File: config.mk
export PLATFORM = sky130hd
export DESIGN_NAME = data_mem_ctrl
export DESIGN_NICKNAME = d
export VERILOG_FILES = /design/src/rtl/mem_pkg.sv /design/src/rtl/dm_array.sv /design/src/rtl/data_mem_ctrl.sv
export SDC_FILE = /design/constraint.sdc
export NUM_CORES = 2
export LEC_CHECK = 0
export ABC_CLOCK_PERIOD_IN_PS = 5180
export CAP_MARGIN = 20
export CORE_ASPECT_RATIO = 0.75
export CORE_UTILIZATION = 45
export DETAILED_ROUTE_END_ITERATION = 10
export GPL_TIMING_DRIVEN = 0
export PLACE_DENSITY_LB_ADDON = 0.12
export SLEW_MARGIN = 0
export SYNTH_ARGS = -nofsm -noshare
export SYNTH_HDL_FRONTEND = slang
export SYNTH_SLANG_ARGS = --single-unit
export TNS_END_PERCENT = 50
File: constraint.sdc
create_clock -name CLK -period 5.18 [get_ports CLK]
set_input_delay 0.777 -clock CLK [delete_from_list [all_inputs] [get_ports CLK]]
set_output_delay 0.777 -clock CLK [all_outputs]
set_load 0.01 [all_outputs]
File: src/rtl/mem_pkg.sv
// Shared types and defaults for the load/store data memory controller.
// Holds the controller state encoding and the default parameter values.
package mem_pkg;

   typedef enum logic [1:0] {IDLE, READ, WRITE} mem_state_t;

   localparam int ADDR_W_DEF        = 8;
   localparam int DATA_W_DEF        = 8;
   localparam int READ_LATENCY_DEF  = 2;
   localparam int WRITE_LATENCY_DEF = 1;

   function automatic int max_int(input int a, input int b);
      return (a > b) ? a : b;
   endfunction

endpackage

File: src/rtl/dm_array.sv
// Data storage: one synchronous write port and one combinational read port.
// The contents are never reset, so stored data survives a controller reset.
module dm_array #(
   parameter int ADDR_W = 8,
   parameter int DATA_W = 8
) (
   input  logic              clk,
   input  logic              we,
   input  logic [ADDR_W-1:0] waddr,
   input  logic [DATA_W-1:0] wdata,
   input  logic [ADDR_W-1:0] raddr,
   output logic [DATA_W-1:0] rdata
);

   logic [DATA_W-1:0] mem_reg [0:(1<<ADDR_W)-1];

   always_ff @(posedge clk) begin
      if (we) begin
         mem_reg[waddr] <= wdata;
      end
   end

   assign rdata = mem_reg[raddr];

endmodule

File: src/rtl/data_mem_ctrl.sv
// Multi-cycle load/store controller in front of dm_array; stalls the core while
// a request is in flight and pulses MemDone in the cycle DataMemOut is valid.
module data_mem_ctrl
   import mem_pkg::*;
#(
   parameter int ADDR_W        = ADDR_W_DEF,
   parameter int DATA_W        = DATA_W_DEF,
   parameter int READ_LATENCY  = READ_LATENCY_DEF,
   parameter int WRITE_LATENCY = WRITE_LATENCY_DEF
) (
   input  logic              CLK,
   input  logic              Reset,
   input  logic              MemRead,
   input  logic              MemWrite,
   input  logic [ADDR_W-1:0] Address,
   input  logic [DATA_W-1:0] DataIn,
   output logic [DATA_W-1:0] DataMemOut,
   output logic              MemDone,
   output logic              MemStall,
   output logic              MemErr
);

   localparam int CNT_W = $clog2(max_int(READ_LATENCY, WRITE_LATENCY) + 1);
   localparam logic [CNT_W-1:0] RD_INIT  = CNT_W'(READ_LATENCY - 1);
   localparam logic [CNT_W-1:0] WR_INIT  = CNT_W'(WRITE_LATENCY - 1);
   localparam logic [CNT_W-1:0] CNT_ONE  = CNT_W'(1);

   generate
      if (READ_LATENCY < 1) begin : g_bad_read_latency
         $error("data_mem_ctrl: READ_LATENCY must be >= 1");
      end
      if (WRITE_LATENCY < 1) begin : g_bad_write_latency
         $error("data_mem_ctrl: WRITE_LATENCY must be >= 1");
      end
   endgenerate

   mem_state_t        state_reg;
   logic [CNT_W-1:0]  cnt_reg;
   logic [ADDR_W-1:0] addr_q_reg;
   logic [DATA_W-1:0] data_q_reg;
   logic [DATA_W-1:0] dout_reg;
   logic              done_reg;
   logic              err_reg;
   logic [DATA_W-1:0] rdata;
   logic              mem_we;

   // The array write fires on the same edge the WRITE state retires, so an
   // async reset that has already returned the FSM to IDLE suppresses it.
   assign mem_we = (state_reg == WRITE) && (cnt_reg == '0);

   dm_array #(
      .ADDR_W (ADDR_W),
      .DATA_W (DATA_W)
   ) u_array (
      .clk   (CLK),
      .we    (mem_we),
      .waddr (addr_q_reg),
      .wdata (data_q_reg),
      .raddr (addr_q_reg),
      .rdata (rdata)
   );

   always_ff @(posedge CLK or negedge Reset) begin
      if (!Reset) begin
         state_reg  <= IDLE;
         cnt_reg    <= '0;
         addr_q_reg <= '0;
         data_q_reg <= '0;
         dout_reg   <= '0;
         done_reg   <= 1'b0;
         err_reg    <= 1'b0;
      end else begin
         done_reg <= 1'b0;
         err_reg  <= 1'b0;
         case (state_reg)
            IDLE: begin
               if (MemRead && MemWrite) begin
                  err_reg <= 1'b1;
               end else if (MemRead) begin
                  addr_q_reg <= Address;
                  cnt_reg    <= RD_INIT;
                  state_reg  <= READ;
               end else if (MemWrite) begin
                  addr_q_reg <= Address;
                  data_q_reg <= DataIn;
                  cnt_reg    <= WR_INIT;
                  state_reg  <= WRITE;
               end
            end
            READ: begin
               if (cnt_reg == '0) begin
                  dout_reg  <= rdata;
                  done_reg  <= 1'b1;
                  state_reg <= IDLE;
               end else begin
                  cnt_reg <= cnt_reg - CNT_ONE;
               end
            end
            WRITE: begin
               if (cnt_reg == '0) begin
                  done_reg  <= 1'b1;
                  state_reg <= IDLE;
               end else begin
                  cnt_reg <= cnt_reg - CNT_ONE;
               end
            end
            default: state_reg <= IDLE;
         endcase
      end
   end

   assign DataMemOut = dout_reg;
   assign MemDone    = done_reg;
   assign MemErr     = err_reg;
   assign MemStall   = (state_reg != IDLE);

endmodule

==> report_table.html <==
<table>
<tr><th>Metric</th><th>Value</th></tr>
<tr><th colspan="2">Outcome</th></tr>
<tr><td>Result of the run</td><td>complete, but fails checks</td></tr>
<tr><td>Failing checks</td><td>negative setup slack</td></tr>
<tr><th colspan="2">CTS</th></tr>
<tr><td>CTS tree</td><td>done</td></tr>
<tr><td>Total clock buffers created by CTS</td><td>198</td></tr>
<tr><td>Worst-path clk slew</td><td>roughly 0.070 ns</td></tr>
<tr><td>Insertion delay to the later sink of the worst-skew pair</td><td>around 0.87 ns</td></tr>
<tr><td>Number of sinks on the clock net</td><td>2078</td></tr>
<tr><td>CTS root buffer</td><td>sky130_fd_sc_hd__clkbuf_16</td></tr>
<tr><td>Maximum count of clock buffers along a single path</td><td>3</td></tr>
<tr><td>CTS H-tree depth</td><td>4</td></tr>
<tr><td>Post-CTS setup repair buffer count</td><td>0</td></tr>
<tr><th colspan="2">Pwr</th></tr>
<tr><td>Power density over cell area</td><td>approximately 620 nW/um^2</td></tr>
<tr><td>Maximum vdd ir drop</td><td>approximately 440 uV</td></tr>
<tr><td>Leakage power</td><td>~29 nW</td></tr>
<tr><td>Overall Power</td><td>~57 mW</td></tr>
<tr><th colspan="2">Routing</th></tr>
<tr><td>Routed Antenna Nets</td><td>0</td></tr>
<tr><td>Routed vias/inst</td><td>approximately 6.7</td></tr>
<tr><td>Number of DRC markers in iteration 0</td><td>between 7k and 8k</td></tr>
<tr><td>DR WL/cell</td><td>43.3 um</td></tr>
<tr><td>TritonRoute pass-1 iters</td><td>8</td></tr>
<tr><td>Total detailed-routing wirelength</td><td>285000 um</td></tr>
<tr><td>Total vias in the final route</td><td>between 40k and 50k</td></tr>
<tr><td>Final routed DRC violation total</td><td>0</td></tr>
<tr><th colspan="2">Cells and area</th></tr>
<tr><td>Fraction of final layout cells with drive strength greater than 1</td><td>roughly 28%</td></tr>
<tr><td>Fill cell count</td><td>14.1k</td></tr>
<tr><td>Multi-input gate area in the final layout</td><td>about 18000 um^2</td></tr>
<tr><td>Most common library cell in the layout ignoring fill and taps</td><td>sky130_fd_sc_hd__edfxtp_1</td></tr>
<tr><td>Storage cell area</td><td>just over 60000 um^2</td></tr>
<tr><td>Non-Filler Cell Area, Final</td><td>a little over 90000 um^2</td></tr>
<tr><td>Synthesis-to-layout area growth</td><td>14.0%</td></tr>
<tr><td>Final net count</td><td>between 4k and 5k</td></tr>
<tr><td>Flip-flop count of the largest register, all copies and words added</td><td>between 2k and 2.5k</td></tr>
<tr><td>Leading cell types in the layout, fill and taps excluded</td><td>sky130_fd_sc_hd__edfxtp_1, sky130_fd_sc_hd__mux4_2, sky130_fd_sc_hd__clkbuf_16</td></tr>
<tr><th colspan="2">STA</th></tr>
<tr><td>Min cycle time layout</td><td>5.56 ns</td></tr>
<tr><td>Top achievable clock speed</td><td>around 180 MHz</td></tr>
<tr><td>Final Hold Vio Count</td><td>0</td></tr>
<tr><td>Transition time of the tightest slew-check pin</td><td>1.34 ns</td></tr>
<tr><td>Number of slew-limit violations in the final report</td><td>0</td></tr>
<tr><td>Max-Slew Margin vs Limit</td><td>roughly a tenth</td></tr>
<tr><td>Worst hold-check slack</td><td>between 0.4 and 0.5 ns</td></tr>
<tr><td>Part of the cycle the worst path needs</td><td>107%</td></tr>
<tr><td>Total setup violations reported at the end of the flow</td><td>513</td></tr>
<tr><td>Setup Skew</td><td>0.0444 ns</td></tr>
<tr><td>RSZ-0062 raised after global routing</td><td>true</td></tr>
<tr><td>Min setup slack post-route</td><td>-0.376 ns</td></tr>
<tr><th colspan="2">Worst hold path</th></tr>
<tr><td>Worst min-delay path category</td><td>primary input to async pin</td></tr>
<tr><th colspan="2">Yosys</th></tr>
<tr><td>Synthesized cell area</td><td>80900 um^2</td></tr>
<tr><td>Count of mapped cells out of synthesis</td><td>~3.7k</td></tr>
<tr><td>Cell taking the most area after synthesis</td><td>sky130_fd_sc_hd__edfxtp_1</td></tr>
<tr><td>Dominant cells by area after synthesis</td><td>sky130_fd_sc_hd__edfxtp_1, sky130_fd_sc_hd__mux4_2, sky130_fd_sc_hd__mux2i_1, sky130_fd_sc_hd__nor2_1, sky130_fd_sc_hd__dfrtp_1</td></tr>
<tr><td>Yosys warns</td><td>0</td></tr>
<tr><td>Nets in the synthesized netlist</td><td>around 3.8k</td></tr>
<tr><td>Fraction of synthesis flops using an asynchronous set or reset pin</td><td>1.44%</td></tr>
<tr><td>Share of the synthesized area in the top cell type</td><td>between 70% and 80%</td></tr>
<tr><td>Number of synthesized flops with an enable pin</td><td>2048</td></tr>
<tr><td>Syn avg cell area</td><td>between 20 and 25 um^2</td></tr>
<tr><td>Most instantiated flip-flop cell in the synthesis netlist</td><td>sky130_fd_sc_hd__edfxtp_1</td></tr>
<tr><td>Proportion of synthesized chip area in sequential cells</td><td>around 77%</td></tr>
<tr><td>Seq cells post-synth</td><td>2078</td></tr>
<tr><td>Post-synthesis cell type count</td><td>62</td></tr>
<tr><th colspan="2">Global route</th></tr>
<tr><td>Pin count of the biggest net entering global routing</td><td>between 90 and 100</td></tr>
<tr><td>GRT Residual Overflow</td><td>0</td></tr>
<tr><td>First-pass GRT wire length</td><td>around 380000 um</td></tr>
<tr><td>Vias in the first global route</td><td>~41k</td></tr>
<tr><td>Total track usage</td><td>about a third</td></tr>
<tr><td>Antenna violations before repair</td><td>12</td></tr>
<tr><th colspan="2">Worst setup path</th></tr>
<tr><td>Worst setup slack for register-to-register paths</td><td>-0.38 ns</td></tr>
<tr><td>Signal arrival time at the worst endpoint</td><td>around 6.0 ns</td></tr>
<tr><td>Req. time, crit path</td><td>between 5 and 6 ns</td></tr>
<tr><td>Endpoint class of the critical path</td><td>register</td></tr>
<tr><td>Reg-to-Reg Start</td><td>addr_q_reg[1]$_DFFE_PN0P_</td></tr>
<tr><td>Reg2reg end</td><td>u_array.mem_reg[210][7]$_DFFE_PP_</td></tr>
<tr><td>Cells on worst reg2reg path</td><td>9</td></tr>
<tr><td>Critical path class</td><td>register to register</td></tr>
<tr><td>Max Fanout on Critical Path</td><td>11</td></tr>
<tr><td>Launching element type of the critical path</td><td>register</td></tr>
<tr><th colspan="2">Placement</th></tr>
<tr><td>DP Area</td><td>85600 um^2</td></tr>
<tr><td>Routability congestion estimate</td><td>roughly 1.0</td></tr>
<tr><td>Post-detailed-placement half-perimeter wirelength</td><td>between 150000 and 200000 um</td></tr>
<tr><td>Pre-CTS worst setup slack</td><td>-0.841 ns</td></tr>
<tr><td>Port Buf Inserts</td><td>30</td></tr>
<tr><th colspan="2">Floorplanning</th></tr>
<tr><td>Starting density of the core</td><td>between 40% and 50%</td></tr>
<tr><td>Area of the core</td><td>around 180000 um^2</td></tr>
<tr><td>Area enclosed by the die boundary</td><td>about 180000 um^2</td></tr>
<tr><td>Die boundary height</td><td>approximately 370 um</td></tr>
<tr><td>Std-Cell Rows</td><td>about 130</td></tr>
<tr><td>Top-level I/O count</td><td>31</td></tr>
<tr><td>Die width</td><td>492 um</td></tr>
<tr><th colspan="2">Run</th></tr>
<tr><td>Reported max-cap violation count</td><td>0</td></tr>
</table>
[power breakdown]
| group | switching (mW) | internal [mW] | total (mW) |
|---|---|---|---|
| logic | 14.9 | 6.51 | 21.4 |
| registers | 0.513 | 21.1 | 21.6 |
| clock network | 6.58 | 7.82 | 14.4 |
| total | 21.9 | 35.5 | 57.4 |
[worst max-delay path, cell delays in order (launching register included)]
cell                       delay (ns)
sky130_fd_sc_hd__dfrtp_1         0.32
sky130_fd_sc_hd__buf_2           0.13
sky130_fd_sc_hd__buf_2           0.54
sky130_fd_sc_hd__buf_4           0.49
sky130_fd_sc_hd__inv_2           0.44
sky130_fd_sc_hd__buf_1           0.57
sky130_fd_sc_hd__nor2_1          0.49
sky130_fd_sc_hd__nand3_1         0.50
sky130_fd_sc_hd__clkbuf_2        0.70
sky130_fd_sc_hd__nor2_1          0.89
[cell families (layout without fill, tap and decap cells)]
logic type / Yosys count / after routing / share of synthesized area, %
AND/OR/NAND/NOR: 481 / 481 / 2.63
flip-flops: 2078 / 2078 / 76.9
multiplexers: 706 / 706 / 16.9
buffers and inverters: 239 / 712 / 1.49
adder cells (fa/ha/maj): 6 / 6 / 0.0928
AO/OA/AOI/OAI: 215 / 215 / 1.95
other: 0 / 7 / 0
[per-stage QoR]
step	setup TNS [ns]	cells	util [%]
final	-63.83	6585	51.8
after global routing	-7.64	6579	51.7
after CTS	-0.118	6568	51.7
after detailed placement	-204.63	6203	48.0
after global placement	-6118.52	6135	47.2
after floorplan	0	3725	-
[cell usage after synthesis, types with 3 or more instances]
| master | number |
|---|---|
| sky130_fd_sc_hd__a2111oi_0 | 3 |
| sky130_fd_sc_hd__a211oi_1 | 9 |
| sky130_fd_sc_hd__a21oi_1 | 12 |
| sky130_fd_sc_hd__a221o_1 | 3 |
| sky130_fd_sc_hd__a221oi_1 | 5 |
| sky130_fd_sc_hd__a22o_1 | 5 |
| sky130_fd_sc_hd__a22oi_1 | 56 |
| sky130_fd_sc_hd__a31oi_1 | 3 |
| sky130_fd_sc_hd__a32o_1 | 3 |
| sky130_fd_sc_hd__a32oi_1 | 3 |
| sky130_fd_sc_hd__and2_1 | 8 |
| sky130_fd_sc_hd__and3_1 | 3 |
| sky130_fd_sc_hd__buf_1 | 20 |
| sky130_fd_sc_hd__buf_2 | 64 |
| sky130_fd_sc_hd__buf_4 | 29 |
| sky130_fd_sc_hd__buf_6 | 16 |
| sky130_fd_sc_hd__clkbuf_1 | 98 |
| sky130_fd_sc_hd__dfrtp_1 | 30 |
| sky130_fd_sc_hd__edfxtp_1 | 2048 |
| sky130_fd_sc_hd__ha_1 | 6 |
| sky130_fd_sc_hd__inv_1 | 10 |
| sky130_fd_sc_hd__mux2_2 | 32 |
| sky130_fd_sc_hd__mux2i_1 | 148 |
| sky130_fd_sc_hd__mux4_2 | 526 |
| sky130_fd_sc_hd__nand2_1 | 59 |
| sky130_fd_sc_hd__nand2b_1 | 4 |
| sky130_fd_sc_hd__nand3_1 | 43 |
| sky130_fd_sc_hd__nand3b_1 | 3 |
| sky130_fd_sc_hd__nand4_1 | 9 |
| sky130_fd_sc_hd__nand4b_1 | 4 |
| sky130_fd_sc_hd__nor2_1 | 276 |
| sky130_fd_sc_hd__nor2b_1 | 28 |
| sky130_fd_sc_hd__nor3_1 | 24 |
| sky130_fd_sc_hd__nor4_1 | 5 |
| sky130_fd_sc_hd__nor4b_1 | 5 |
| sky130_fd_sc_hd__o2111ai_1 | 14 |
| sky130_fd_sc_hd__o211ai_1 | 8 |
| sky130_fd_sc_hd__o21ai_0 | 30 |
| sky130_fd_sc_hd__o221ai_1 | 11 |
| sky130_fd_sc_hd__o22a_1 | 8 |
| sky130_fd_sc_hd__o22ai_1 | 25 |
| sky130_fd_sc_hd__or3_1 | 3 |
[area by class of cell]
type / instances / share of cell area, %
repair buffers: 109 / 1.76
flip-flops and latches: 2078 / 67.5
plain buffers: 227 / 1.32
diodes: 7 / 0.0190
inverters: 12 / 0.0488
clock buffers: 243 / 5.61
multi-input cells: 1408 / 19.3
clock inverters: 121 / 1.16
well taps: 2380 / 3.23
[what timing repair did]
item / 4_1_cts / 5_1_grt
hold endpoints to repair: 14 / 0
hold buffers: 1 / 0
endpoints found under the setup margin: 752 / 257
gates resized for setup: 86 / 17
[metal layers]
layer	wire [um]	global-route usage (%)	share of wire [%]
met1	116000	46.2	41
met2	117000	41.9	41
met3	41900	12.8	15
met5	0	0.0794	0
met4	11200	11.3	3.9
[how the worst max path moves through the flow]
stage / from / endpoint / slack, ns / cells past startpoint
final: addr_q_reg[1]$_DFFE_PN0P_ / u_array.mem_reg[210][7]$_DFFE_PP_ / -0.38 / 9
after detailed placement: addr_q_reg[1]$_DFFE_PN0P_ / u_array.mem_reg[47][0]$_DFFE_PP_ / -0.84 / 11
after global placement: data_q_reg[3]$_DFFE_PN0P_ / u_array.mem_reg[208][3]$_DFFE_PP_ / -2.92 / 0
after floorplan: data_q_reg[0]$_DFFE_PN0P_ / u_array.mem_reg[0][0]$_DFFE_PP_ / 1.20 / 0
after CTS: addr_q_reg[1]$_DFFE_PN0P_ / DataMemOut[6]$_DFFE_PN0P_ / -0.12 / 11
after global routing: addr_q_reg[1]$_DFFE_PN0P_ / u_array.mem_reg[110][1]$_DFFE_PP_ / -0.12 / 10
(Power assumes the default switching activity.)
